$ cat src/rtl/ibex_pkg.sv
// Shared LSU types: access size, FSM states and byte-lane helpers.
package ibex_pkg;

    typedef enum logic [1:0] {
        LSU_WORD = 2'b00,
        LSU_HALF = 2'b01,
        LSU_BYTE = 2'b10
    } lsu_type_e;

    typedef enum logic [2:0] {
        IDLE   = 3'd0,
        REQ_A  = 3'd1,
        WAIT_A = 3'd2,
        REQ_B  = 3'd3,
        WAIT_B = 3'd4
    } lsu_fsm_e;

    // The unused size encoding behaves as a word access.
    function automatic lsu_type_e lsu_type_norm(input logic [1:0] t);
        return (t == 2'b11) ? LSU_WORD : lsu_type_e'(t);
    endfunction

    function automatic logic lsu_misaligned(input lsu_type_e t,
                                            input logic [1:0] off);
        unique case (t)
            LSU_WORD: return off != 2'b00;
            LSU_HALF: return off == 2'b11;
            default:  return 1'b0;
        endcase
    endfunction

    function automatic logic [3:0] lsu_be_a(input lsu_type_e t,
                                            input logic [1:0] off);
        unique case (t)
            LSU_WORD: return 4'b1111 << off;
            LSU_HALF: return 4'b0011 << off;
            default:  return 4'b0001 << off;
        endcase
    endfunction

    function automatic logic [3:0] lsu_be_b(input lsu_type_e t,
                                            input logic [1:0] off);
        unique case (t)
            LSU_WORD: return 4'b1111 >> (3'd4 - {1'b0, off});
            default:  return 4'b0001;
        endcase
    endfunction

    function automatic logic [31:0] lsu_rotl(input logic [31:0] d,
                                             input logic [1:0] off);
        unique case (off)
            2'd0:    return d;
            2'd1:    return {d[23:0], d[31:24]};
            2'd2:    return {d[15:0], d[31:16]};
            default: return {d[7:0], d[31:8]};
        endcase
    endfunction

endpackage

$ cat src/rtl/ibex_lsu_rdata_align.sv
// Load data merge, byte shift and zero/sign extension.
module ibex_lsu_rdata_align
    import ibex_pkg::*;
(
    input  logic [31:0] rdata,
    input  logic [31:0] rdata_q,
    input  logic [1:0]  off,
    input  lsu_type_e   lsu_type,
    input  logic        sign_ext,
    input  logic        misaligned,
    output logic [31:0] data
);

    logic [63:0] merged;
    logic [31:0] shifted;

    assign merged  = misaligned ? {rdata, rdata_q} : {32'h0, rdata};
    assign shifted = 32'(merged >> {off, 3'b000});

    always_comb begin
        unique case (lsu_type)
            LSU_HALF: data = {{16{sign_ext & shifted[15]}}, shifted[15:0]};
            LSU_BYTE: data = {{24{sign_ext & shifted[7]}}, shifted[7:0]};
            default:  data = shifted;
        endcase
    end

endmodule

$ cat src/rtl/ibex_lsu_lite.sv
// Single-outstanding load/store unit; split of misaligned accesses
// into two word transactions is enabled by IBEX_LSU_MISALIGNED_EN.
module ibex_lsu_lite
    import ibex_pkg::*;
#(
    parameter bit ResetAll             = 1'b0,
    parameter bit MisalignedSplitLatch = 1'b1
) (
    input  logic        clk_i,
    input  logic        rst_i,
    input  logic        lsu_req_i,
    output logic        lsu_req_ready_o,
    input  logic        lsu_we_i,
    input  logic [1:0]  lsu_type_i,
    input  logic        lsu_sign_ext_i,
    input  logic [31:0] lsu_addr_i,
    input  logic [31:0] lsu_wdata_i,
    output logic        data_req_o,
    input  logic        data_gnt_i,
    output logic [31:0] data_addr_o,
    output logic        data_we_o,
    output logic [3:0]  data_be_o,
    output logic [31:0] data_wdata_o,
    input  logic        data_rvalid_i,
    input  logic        data_err_i,
    input  logic [31:0] data_rdata_i,
    output logic [31:0] rf_wdata_lsu_o,
    output logic        rf_we_lsu_o,
    output logic        lsu_resp_valid_o,
    output logic        lsu_resp_err_o,
    output logic        busy_o
);

    lsu_fsm_e    state_q;
    lsu_type_e   type_q;
    logic        we_q;
    logic        sign_q;
    logic        err_q;
    logic [31:0] addr_q;
    logic [31:0] wdata_q;
    logic [31:0] rdata_q;
    logic        resp_valid_q;
    logic        resp_err_q;
    logic        rf_we_q;
    logic [31:0] rf_wdata_q;

    logic [1:0]  off;
    logic [31:0] addr_a;
    logic [31:0] load_data;
    logic        misaligned;
    logic        accept;
    logic        req_b;
    logic        bus_req;
    logic        done;
    logic        done_err;
    logic        capture_a;
    logic        load_ok;

    assign off        = addr_q[1:0];
    assign addr_a     = {addr_q[31:2], 2'b00};
    assign misaligned = lsu_misaligned(type_q, off);
    assign accept     = (state_q == IDLE) & lsu_req_i;

`ifdef IBEX_LSU_MISALIGNED_EN
    assign req_b   = (state_q == REQ_B);
    assign bus_req = (state_q == REQ_A) | req_b;
`else
    assign req_b   = 1'b0;
    assign bus_req = (state_q == REQ_A) & ~misaligned;
`endif

    // Bus fields are forced to zero whenever no request is raised.
    assign data_req_o   = bus_req;
    assign data_we_o    = bus_req & we_q;
    assign data_addr_o  = bus_req ? (req_b ? addr_a + 32'd4 : addr_a) : '0;
    assign data_be_o    = bus_req ? (req_b ? lsu_be_b(type_q, off)
                                           : lsu_be_a(type_q, off)) : '0;
    assign data_wdata_o = bus_req ? lsu_rotl(wdata_q, off) : '0;

    always_comb begin
        done      = 1'b0;
        done_err  = 1'b0;
        capture_a = 1'b0;
        unique case (state_q)
`ifndef IBEX_LSU_MISALIGNED_EN
            REQ_A: begin
                done     = misaligned;
                done_err = misaligned;
            end
`endif
            WAIT_A: begin
                if (data_rvalid_i) begin
`ifdef IBEX_LSU_MISALIGNED_EN
                    capture_a = misaligned;
                    done      = ~misaligned;
`else
                    done      = 1'b1;
`endif
                    done_err  = data_err_i;
                end
            end
`ifdef IBEX_LSU_MISALIGNED_EN
            WAIT_B: begin
                done     = data_rvalid_i;
                done_err = err_q | data_err_i;
            end
`endif
            default: ;
        endcase
    end

    assign load_ok = done & ~we_q & ~done_err;

    always_ff @(posedge clk_i) begin
        if (rst_i) begin
            state_q      <= IDLE;
            type_q       <= LSU_WORD;
            we_q         <= 1'b0;
            sign_q       <= 1'b0;
            err_q        <= 1'b0;
            resp_valid_q <= 1'b0;
            resp_err_q   <= 1'b0;
            rf_we_q      <= 1'b0;
            rf_wdata_q   <= '0;
        end else begin
            resp_valid_q <= done;
            resp_err_q   <= done & done_err;
            rf_we_q      <= load_ok;
            rf_wdata_q   <= load_ok ? load_data : '0;
            unique case (state_q)
                IDLE: begin
                    if (lsu_req_i) begin
                        state_q <= REQ_A;
                        we_q    <= lsu_we_i;
                        type_q  <= lsu_type_norm(lsu_type_i);
                        sign_q  <= lsu_sign_ext_i;
                        err_q   <= 1'b0;
                    end
                end
                REQ_A: begin
                    if (done) state_q <= IDLE;
                    else if (data_gnt_i) state_q <= WAIT_A;
                end
                WAIT_A: begin
                    if (done) begin
                        state_q <= IDLE;
                    end else if (capture_a) begin
                        state_q <= REQ_B;
                        err_q   <= data_err_i;
                    end
                end
`ifdef IBEX_LSU_MISALIGNED_EN
                REQ_B: begin
                    if (data_gnt_i) state_q <= WAIT_B;
                end
                WAIT_B: begin
                    if (done) state_q <= IDLE;
                end
`endif
                default: state_q <= IDLE;
            endcase
        end
    end

    always_ff @(posedge clk_i) begin
        if (ResetAll && rst_i) begin
            addr_q  <= '0;
            wdata_q <= '0;
            rdata_q <= '0;
        end else begin
            if (accept) begin
                addr_q  <= lsu_addr_i;
                wdata_q <= lsu_wdata_i;
            end
            if (capture_a && MisalignedSplitLatch) rdata_q <= data_rdata_i;
        end
    end

    ibex_lsu_rdata_align u_align (
        .rdata      (data_rdata_i),
        .rdata_q    (rdata_q),
        .off        (off),
        .lsu_type   (type_q),
        .sign_ext   (sign_q),
        .misaligned (misaligned),
        .data       (load_data)
    );

    assign lsu_req_ready_o  = (state_q == IDLE);
    assign busy_o           = ~lsu_req_ready_o;
    assign lsu_resp_valid_o = resp_valid_q;
    assign lsu_resp_err_o   = resp_err_q;
    assign rf_we_lsu_o      = rf_we_q;
    assign rf_wdata_lsu_o   = rf_wdata_q;

endmodule

$ cat config.mk
export PLATFORM = sky130hd
export DESIGN_NAME = ibex_lsu_lite
export DESIGN_NICKNAME = d
export VERILOG_FILES = /design/src/rtl/ibex_pkg.sv /design/src/rtl/ibex_lsu_rdata_align.sv /design/src/rtl/ibex_lsu_lite.sv
export SDC_FILE = /design/constraint.sdc
export NUM_CORES = 1
export LEC_CHECK = 0
export ABC_CLOCK_PERIOD_IN_PS = 2450
export BUFFER_PORTS_ARGS = -buffer_cell sky130_fd_sc_hd__buf_2
export CAP_MARGIN = 20
export CORE_MARGIN = 4
export CORE_UTILIZATION = 43
export DETAILED_ROUTE_END_ITERATION = 8
export PLACE_DENSITY = 0.78
export SYNTH_ARGS = -nofsm -noshare
export SYNTH_HDL_FRONTEND = slang
export SYNTH_SLANG_ARGS = --single-unit
$ cat constraint.sdc
create_clock -name clk_i -period 2.45 [get_ports clk_i]
set_clock_uncertainty 0.2 [all_clocks]
set_input_delay 0.1225 -clock clk_i [delete_from_list [all_inputs] [get_ports clk_i]]
set_output_delay 0.1225 -clock clk_i [all_outputs]
set_load 0.005 [all_outputs]
==> flow_summary.yaml, run 1 <==
synth:
  yosysWarnings: 0
  synth.distinct_cells: 53
  async_flop_share_pct: 0
  synth-edff-count: 64
  yosysTopAreaCell: "edfxtp_1"
  ys_top_cells_by_area: "edfxtp_1 33%, dfxtp_1 14%, mux4_2 12%"
  synth-seq-cells: 105
  netlist.area_leader.share_pct: 32.9
  synthFlopType: "edfxtp_1"
  yosys-top-cells-count: "64 x edfxtp_1, 41 x dfxtp_1, 35 x nor2b_1"
  syn_area_per_cell_um2: 11.5
  ys_seq_area_share_pct: 47.0
  netlist_area_mm2: 0.00583
  synthMostInstantiatedCell: "edfxtp_1"
  postSynthCellCount: 508
final_layout:
  synthToLayoutAreaGrowth_pct: 41.0
  fillers: 1032
  utilization_pct: 62.1
  seq_area_mm2: 0.00274
  fin_nets: 904
  multi_input_area_mm2: 0.00280
  antenna_cells: 0
  drive_gt1_share_pct: 37.1
worst_setup_path:
  r2r-end: "sign_q$_SDFFE_PP0P_"
  cp.arrival_ps: 2000
  start_kind: "flop"
  cp-end-kind: "primary output"
  worst-endpoint-required_ps: 2130
  reg2reg_depth: 7
  reg2reg_from: "state_q[0]$_SDFFE_PP0P_"
  crit_type: "flop to primary output"
  rrSetupSlack_ps: 140
  worstPathMaxFanout: 32
cts:
  clockBufferDepth: 2
  root_buffer: "clkbuf_16"
  htreeDepth: 3
  worst_skew_pair.late_latency_ps: 350
  clkSlewWorstSetupHoldPaths_ps: 70
  cts_tree: "done"
  numCtsBuffers: 9
  cts_sinks: 105
route:
  ant_nets: 0
  vias_per_cell: 5.66
  wl_um: 18700
  vias: 5505
  first_pass_iters: 5
  drt-initial-drc-count: 432
  route.detailed.drc: 0
  wl_per_cell_um: 19.2
floorplan:
  ioPinCount: 213
  die_h_um: 124
  rows: 42
  die-area_mm2: 0.0155
  core_area_mm2: 0.0132
  start_util_pct: 44.1
  die_w_um: 124
worst_hold_path:
  hold_end: "rf_wdata_lsu_o[5]$_SDFF_PP0_"
  hold_path.class: "input port to flop"
  min_path_cells: 4
  hold_start: "data_rdata_i[29]"
sta:
  rsz0062_at_grt: "no"
  finalSetupViolCount: 0
  period_minus_slack_ps: 2320
  timing.hold.ws_ps: 30.3
  max_freq_ghz: 0.431
  timing.setup.tns_ps: 0
  hold_viol_final: 0
  period_share_pct: 94.8
  report.final.slew_viol_count: 0
pwr:
  p_leak_nw: 3.55
  vdd_drop_max_mv: 0.417
  p_per_area_mw_per_mm2: 587
global_route:
  grt_antenna_before_repair: 0
  grt_pass1_vias: 5742
  grt_pass1_wl_um: 30000
  grt_max_degree: 54
  grt_usage_pct: 24.0
  grt.overflow.total: 0
status:
  status: "finished, final reports clean"
placed_design:
  gp_congestion: 0.929
  dp_hpwl_um: 12400
  io_buffer_count: 210
flow_run:
  timing.max_cap.violations: 0
## worst max-delay path, cell delays in order, from the launching register on
cell     delay, ps
dfxtp_1        330
inv_1          100
ha_2           310
nand3_1        180
nand3_1        170
inv_1           70
buf_6          170
and2_1         190
buf_2          130
## worst max path at each step
stage	startpoint	endpoint	slack (ps)	depth (start not counted)
after floorplan	state_q[0]$_SDFFE_PP0P_	addr_q[0]$_DFFE_PP_	40	4
after global placement	state_q[0]$_SDFFE_PP0P_	rf_wdata_lsu_o[25]$_SDFF_PP0_	340	6
after detailed placement	state_q[0]$_SDFFE_PP0P_	rf_wdata_lsu_o[22]$_SDFF_PP0_	240	6
after CTS	type_q[1]$_SDFFE_PP0P_	data_wdata_o[19]	4	7
after global routing	type_q[1]$_SDFFE_PP0P_	data_addr_o[6]	0.3	8
final	type_q[1]$_SDFFE_PP0P_	data_we_o	130	8
## sequential cells by signal (all words and copies together), names as in the netlist
signal	count
lsu_resp_valid_o	1
we_q	1
addr_q	32
wdata_q	32
sign_q	1
rf_we_lsu_o	1
type_q	2
lsu_resp_err_o	1
state_q	2
rf_wdata_lsu_o	32
## logic make-up (layout without fill, tap and decap cells)
kind of cell / Yosys count / in the layout / share of synthesized area [%]
AND/OR/NAND/NOR: 169 / 169 / 17.0
AO/OA/AOI/OAI: 118 / 118 / 14.0
flip-flops: 105 / 105 / 47.0
buffers and inverters: 59 / 346 / 5.08
multiplexers: 48 / 48 / 15.1
adder cells (fa/ha/maj): 7 / 7 / 1.50
other: 1 / 2 / 0.0643
XOR/XNOR: 1 / 1 / 0.150
## per-stage QoR
step | area [um^2] | setup slack [ps] | power (mW) | cells
after detailed placement | 7100 | 242 | 3.32 | 873
final | 8230 | 128 | 4.83 | 972
after floorplan | 5840 | 37.7 | 2.91 | 509
after CTS | 8180 | 3.52 | 4.81 | 970
after global routing | 8230 | 0.300 | 5.05 | 972
after global placement | 7100 | 340 | 3.28 | 873
## layout make-up
type	instances	area share, %
clock buffer	9	2.74
clock inverter	7	0.654
sequential	105	33.3
inverter	15	0.730
timing repair buffer	315	25.8
multi-input combinational	345	34.1
tap	176	2.68
## placed cells by master (no fill, tap or decap), types with 5 or more instances in the layout
cell type,instances
dfxtp_1,41
nand3b_1,10
buf_12,5
a31oi_1,18
mux2i_1,16
ha_1,5
o22a_1,5
nor2b_1,35
a21boi_0,5
and2_1,31
buf_2,210
nor3_1,19
nand2_1,10
buf_4,19
nor2_1,12
nand2b_1,17
a22oi_1,7
dlygate4sd3_1,77
edfxtp_1,64
mux4_2,32
inv_1,12
clkbuf_16,10
nand3_1,18
a221oi_1,10
o21bai_1,16
a21oi_1,32
## report_power, final
group	internal [mW]	switching, mW	total [mW]
Combinational	0.680	0.632	1.31
Clock	0.701	0.691	1.39
Sequential	2.04	0.0873	2.13
## per-layer routing
layer	track usage, %	share of wire (%)	vias to the layer above
met5	0	0	-
met1	28.7	38	2646
met3	7.29	10	42
met2	40.2	49	330
met4	9.74	3.3	0
li1	-	-	2487
## what timing repair did
action	4_1_cts	5_1_grt
setup buffers	4	1
endpoints found under the setup margin	17	64
endpoints found under the hold margin	74	0
gates resized for setup	0	5
hold buffers	77	0
pin swaps	0	0
gates cloned	0	1
Note: power is estimated with default switching activity, not from simulation.
==> run 2: changes to the inputs <==
CORE_UTILIZATION = 35   (was 43)
PLACE_DENSITY = 0.6   (was 0.78)
==> flow_summary.yaml, run 2 (synthesis gave the netlist of run 1 again) <==
route:
  dr_wl_met3_um: 1920
  vias: 5314
  ant_nets: 0
  drt-initial-drc-count: 338
  drt-met1-wl_um: 6870
  vias_per_cell: 5.25
  route.detailed.drc: 0
  wl_per_cell_um: 17.8
  wl_um: 18000
  met2_length_um: 8840
  first_pass_iters: 4
  dr.max_layer_used: "met5"
sta:
  finalSetupViolCount: 0
  fin_ws_ps: 68.9
  max_freq_ghz: 0.420
  report.final.slew_viol_count: 0
  hold_viol_final: 0
  period_share_pct: 97.2
  timing.hold.ws_ps: 37.0
  rsz0062_at_grt: "yes"
  period_minus_slack_ps: 2380
  timing.setup.tns_ps: 0
placed_design:
  place_ws_ps: 227
  dp_hpwl_um: 12800
  postPlaceCellArea_mm2: 0.00715
  io_buffer_count: 210
  gp_congestion: 0.921
final_layout:
  fillers: 1438
  antenna_cells: 0
  final_cell_mix: "210 x buf_2, 79 x dlygate4sd3_1, 64 x edfxtp_1"
  layout_commonest_cell: "buf_2"
  fin_nets: 905
  stdcell_area_mm2: 0.00831
  drive_gt1_share_pct: 37.1
  synthToLayoutAreaGrowth_pct: 42.4
  utilization_pct: 51.6
cts:
  worst_skew_pair.late_latency_ps: 350
  numCtsBuffers: 9
  clockBufferDepth: 2
  clkSlewWorstSetupHoldPaths_ps: 80
  htreeDepth: 3
  cts_sinks: 105
  root_buffer: "clkbuf_16"
  cts_tree: "done"
floorplan:
  die-area_mm2: 0.0188
  core_area_mm2: 0.0161
  ioPinCount: 213
  die_w_um: 137
  rows: 46
  start_util_pct: 36.2
  die_h_um: 137
worst_setup_path:
  rrSetupSlack_ps: 180
  worstPathMaxFanout: 32
  reg2reg_depth: 8
  start_kind: "flop"
  cp.arrival_ps: 2060
  r2r-end: "we_q$_SDFFE_PP0P_"
  crit_type: "flop to primary output"
  reg2reg_from: "state_q[0]$_SDFFE_PP0P_"
  worst-endpoint-required_ps: 2130
  cp-end-kind: "primary output"
worst_hold_path:
  hold_path.class: "input port to flop"
  hold_start: "data_rdata_i[29]"
  hold_end: "rf_wdata_lsu_o[5]$_SDFF_PP0_"
  min_path_cells: 4
pwr:
  p_sw_share_pct: 29.0
  power_frac_comb_pct: 27.1
  seqPwrFrac_pct: 43.7
  internal-power_mw: 3.43
  p_leak_nw: 3.56
  p_sw_mw: 1.40
  p_per_area_mw_per_mm2: 582
  clkPwrFrac_pct: 29.2
  vdd_drop_max_mv: 0.502
global_route:
  grt_antenna_before_repair: 1
  grt_pass1_vias: 5440
  grt_pass1_wl_um: 27400
  grt_max_degree: 67
  grt.overflow.total: 0
  grt_usage_pct: 18.7
flow_run:
  timing.max_cap.violations: 0
status:
  status: "finished, final reports clean"
[run 2: changes by cell type in the layout (fill, tap and decap cells not counted), sizes merged]
cell,previous run,this run
buf,237,236
clkinvlp,2,1
dlygate4sd3,77,79
inv,17,18
[run 2: worst max path at each step]
stage / startpoint / end / slack, ps / cells after the start
final: type_q[1]$_SDFFE_PP0P_ / data_addr_o[30] / 70 / 8
after global routing: type_q[1]$_SDFFE_PP0P_ / data_addr_o[8] / -10 / 8
after CTS: type_q[0]$_SDFFE_PP0P_ / data_addr_o[3] / 0.3 / 9
after detailed placement: state_q[0]$_SDFFE_PP0P_ / rf_wdata_lsu_o[25]$_SDFF_PP0_ / 230 / 6
after global placement: state_q[0]$_SDFFE_PP0P_ / rf_wdata_lsu_o[26]$_SDFF_PP0_ / 330 / 6
after floorplan: state_q[0]$_SDFFE_PP0P_ / addr_q[0]$_DFFE_PP_ / 40 / 4
[run 2: worst max-delay path, stage by stage, from the launching register on]
cell	delay (ps)
dfxtp_1	330
inv_1	110
ha_1	330
nand3_1	230
nand3_2	180
inv_2	60
buf_12	150
and2_1	170
buf_2	130
[run 2: what timing repair did]
action | CTS | global route
gates cloned | 0 | 1
gates resized for setup | 4 | 9
setup endpoints to repair | 34 | 52
setup buffers | 0 | 1
endpoints found under the hold margin | 75 | 0
pin swaps | 0 | 0
hold buffers | 79 | 0
[run 2: layer usage]
layer	track usage, %	vias up
li1	-	2488
met1	21.9	2521
met2	31.9	273
met3	6.54	30
met4	6.49	2
met5	0	-
[run 2: layout make-up]
cell class / count / area [um^2] / share of cell area, %
inverters: 15 / 60.1 / 0.723
clock inverters: 7 / 61.3 / 0.738
flip-flops and latches: 105 / 2740 / 33.0
clock buffers: 9 / 225 / 2.71
well taps: 216 / 270 / 3.25
multi-input cells: 345 / 2810 / 33.8
repair buffers: 316 / 2140 / 25.8
[run 2: power groups by stage]
stage | registers (mW) | logic (mW) | clock network (mW)
5_1_grt | 2.13 | 1.42 | 1.52
6_report | 2.12 | 1.31 | 1.41
3_5_place_dp | 2.16 | 1.16 | 0
3_3_place_gp | 2.14 | 1.14 | 0
2_1_floorplan | 2.13 | 0.780 | 0
4_1_cts | 2.12 | 1.27 | 1.45
[run 2: stage by stage]
stage               std cells  total power, mW
floorplan                 509             2.91
global placement          916             3.28
detailed placement        916             3.32
CTS                      1011             4.84
global route             1013             5.07
finish                   1013             4.84
==> run 3: changes to the inputs <==
SETUP_SLACK_MARGIN = 0.15   (was default)
==> flow_summary.yaml, run 3 (synthesis gave the netlist of run 1 again) <==
route:
  wl_um: 18700
  vias: 5421
  ant_nets: 0
  first_pass_iters: 5
  drt-initial-drc-count: 393
  route.detailed.drc: 0
  vias_per_cell: 5.30
  wl_per_cell_um: 18.2
global_route:
  grt_max_degree: 54
  grt.overflow.total: 0
  grt_pass1_wl_um: 28600
  grt_pass1_vias: 5597
  grt_usage_pct: 19.4
  grt_antenna_before_repair: 0
floorplan:
  die-area_mm2: 0.0188
  die_h_um: 137
  die_w_um: 137
  ioPinCount: 213
  rows: 46
  core_area_mm2: 0.0161
  start_util_pct: 36.2
cts:
  cts_sinks: 105
  worst_skew_pair.late_latency_ps: 350
  numCtsBuffers: 9
  cts_tree: "done"
  htreeDepth: 3
  clockBufferDepth: 2
  root_buffer: "clkbuf_16"
  clkSlewWorstSetupHoldPaths_ps: 70
sta:
  timing.setup.tns_ps: 0
  period_share_pct: 92.3
  timing.hold.ws_ps: 12.8
  period_minus_slack_ps: 2260
  finalSetupViolCount: 0
  max_freq_ghz: 0.442
  rsz0062_at_grt: "yes"
  report.final.slew_viol_count: 0
  hold_viol_final: 0
pwr:
  vdd_drop_max_mv: 0.494
  p_leak_nw: 3.68
  p_per_area_mw_per_mm2: 583
worst_setup_path:
  crit_type: "flop to flop"
  cp_top_family: "buffers and inverters"
  r2r-end: "rf_wdata_lsu_o[5]$_SDFF_PP0_"
  crit_buf_inv: 3
  reg2reg_from: "addr_q[0]$_DFFE_PP_"
  max_stage_delay_ps: 520
  cp.arrival_ps: 2270
  cp-end-kind: "flop"
  reg2reg_depth: 6
  cpMostUsedCell: "buf_4"
  start_kind: "flop"
  cp_slowest_cell: "edfxtp_1"
  worstPathMaxFanout: 22
  rrSetupSlack_ps: 190
  path_cells: "buf_4 -> buf_4 -> bufbuf_16 -> nand2b_1 -> and3_1 -> a2111oi_0"
  worst-endpoint-required_ps: 2460
placed_design:
  io_buffer_count: 210
  dp_hpwl_um: 12700
  gp_congestion: 0.871
worst_hold_path:
  min_path_cells: 4
  hold_end: "type_q[1]$_SDFFE_PP0P_"
  hold_start: "lsu_type_i[1]"
  hold_path.class: "input port to flop"
final_layout:
  final_cell_mix: "210 x buf_2, 77 x dlygate4sd3_1, 64 x edfxtp_1"
  drive_gt1_share_pct: 38.8
  antenna_cells: 0
  synthToLayoutAreaGrowth_pct: 46.7
  layout_commonest_cell: "buf_2"
  fin_nets: 915
status:
  status: "finished, final reports clean"
flow_run:
  timing.max_cap.violations: 0
[run 3: how the worst max path moves through the flow]
stage                                          to  cells after the start               startpoint
floorplan                     addr_q[0]$_DFFE_PP_                      4  state_q[0]$_SDFFE_PP0P_
global placement    rf_wdata_lsu_o[26]$_SDFF_PP0_                      8   type_q[0]$_SDFFE_PP0P_
detailed placement  rf_wdata_lsu_o[27]$_SDFF_PP0_                      8   type_q[0]$_SDFFE_PP0P_
CTS                              data_wdata_o[12]                      4      addr_q[1]$_DFFE_PP_
global route         rf_wdata_lsu_o[5]$_SDFF_PP0_                      6      addr_q[0]$_DFFE_PP_
finish               rf_wdata_lsu_o[5]$_SDFF_PP0_                      6      addr_q[0]$_DFFE_PP_
[run 3: repair_timing]
action | 4_1_cts | 5_1_grt
pin swaps | 0 | 1
resized for setup | 12 | 13
endpoints found under the hold margin | 74 | 0
buffers inserted | 2 | 8
gates cloned | 2 | 4
hold buffers | 77 | 0
endpoints found under the setup margin | 64 | 89
[run 3: metal layers]
metal  track usage, %  vias up  wire [um]
met5                0        -          0
met4             7.26        0        420
met1             24.1     2613       7370
met2             31.3      267       8920
met3             6.80       31       1970
li1                 -     2510          -
[run 3: worst reg2reg max path, stage by stage, from the launching register on]
cell and delay, ps:
edfxtp_1 520, buf_4 210, buf_4 140, bufbuf_16 290, nand2b_1 160, and3_1 160
a2111oi_0 450
[run 3: through the flow]
stage               util [%]  instance area [um^2]  cells  power, mW  setup slack [ps]
global route            53.1                  8560   1023       5.26              93.2
detailed placement      44.3                  7140    914       3.31               219
finish                  53.1                  8560   1023       4.99               188
global placement        44.3                  7140    914       3.28               302
floorplan                  -                  5850    509       2.91               171
CTS                     51.7                  8330   1011       4.94               133
[run 3: layout make-up]
cell class | count | area, um^2
clock buffer | 10 | 229
clock inverter | 6 | 66.3
fill | 1387 | 7550
inverter | 15 | 60.1
multi-input combinational | 345 | 2850
sequential | 105 | 2740
tap | 216 | 270
timing repair buffer | 326 | 2340
[run 3: where the power goes]
| group | switching (mW) | total [mW] | internal [mW] |
|---|---|---|---|
| sequential | 0.0831 | 2.12 | 2.04 |
| clock | 0.668 | 1.47 | 0.799 |
| combinational | 0.648 | 1.40 | 0.755 |
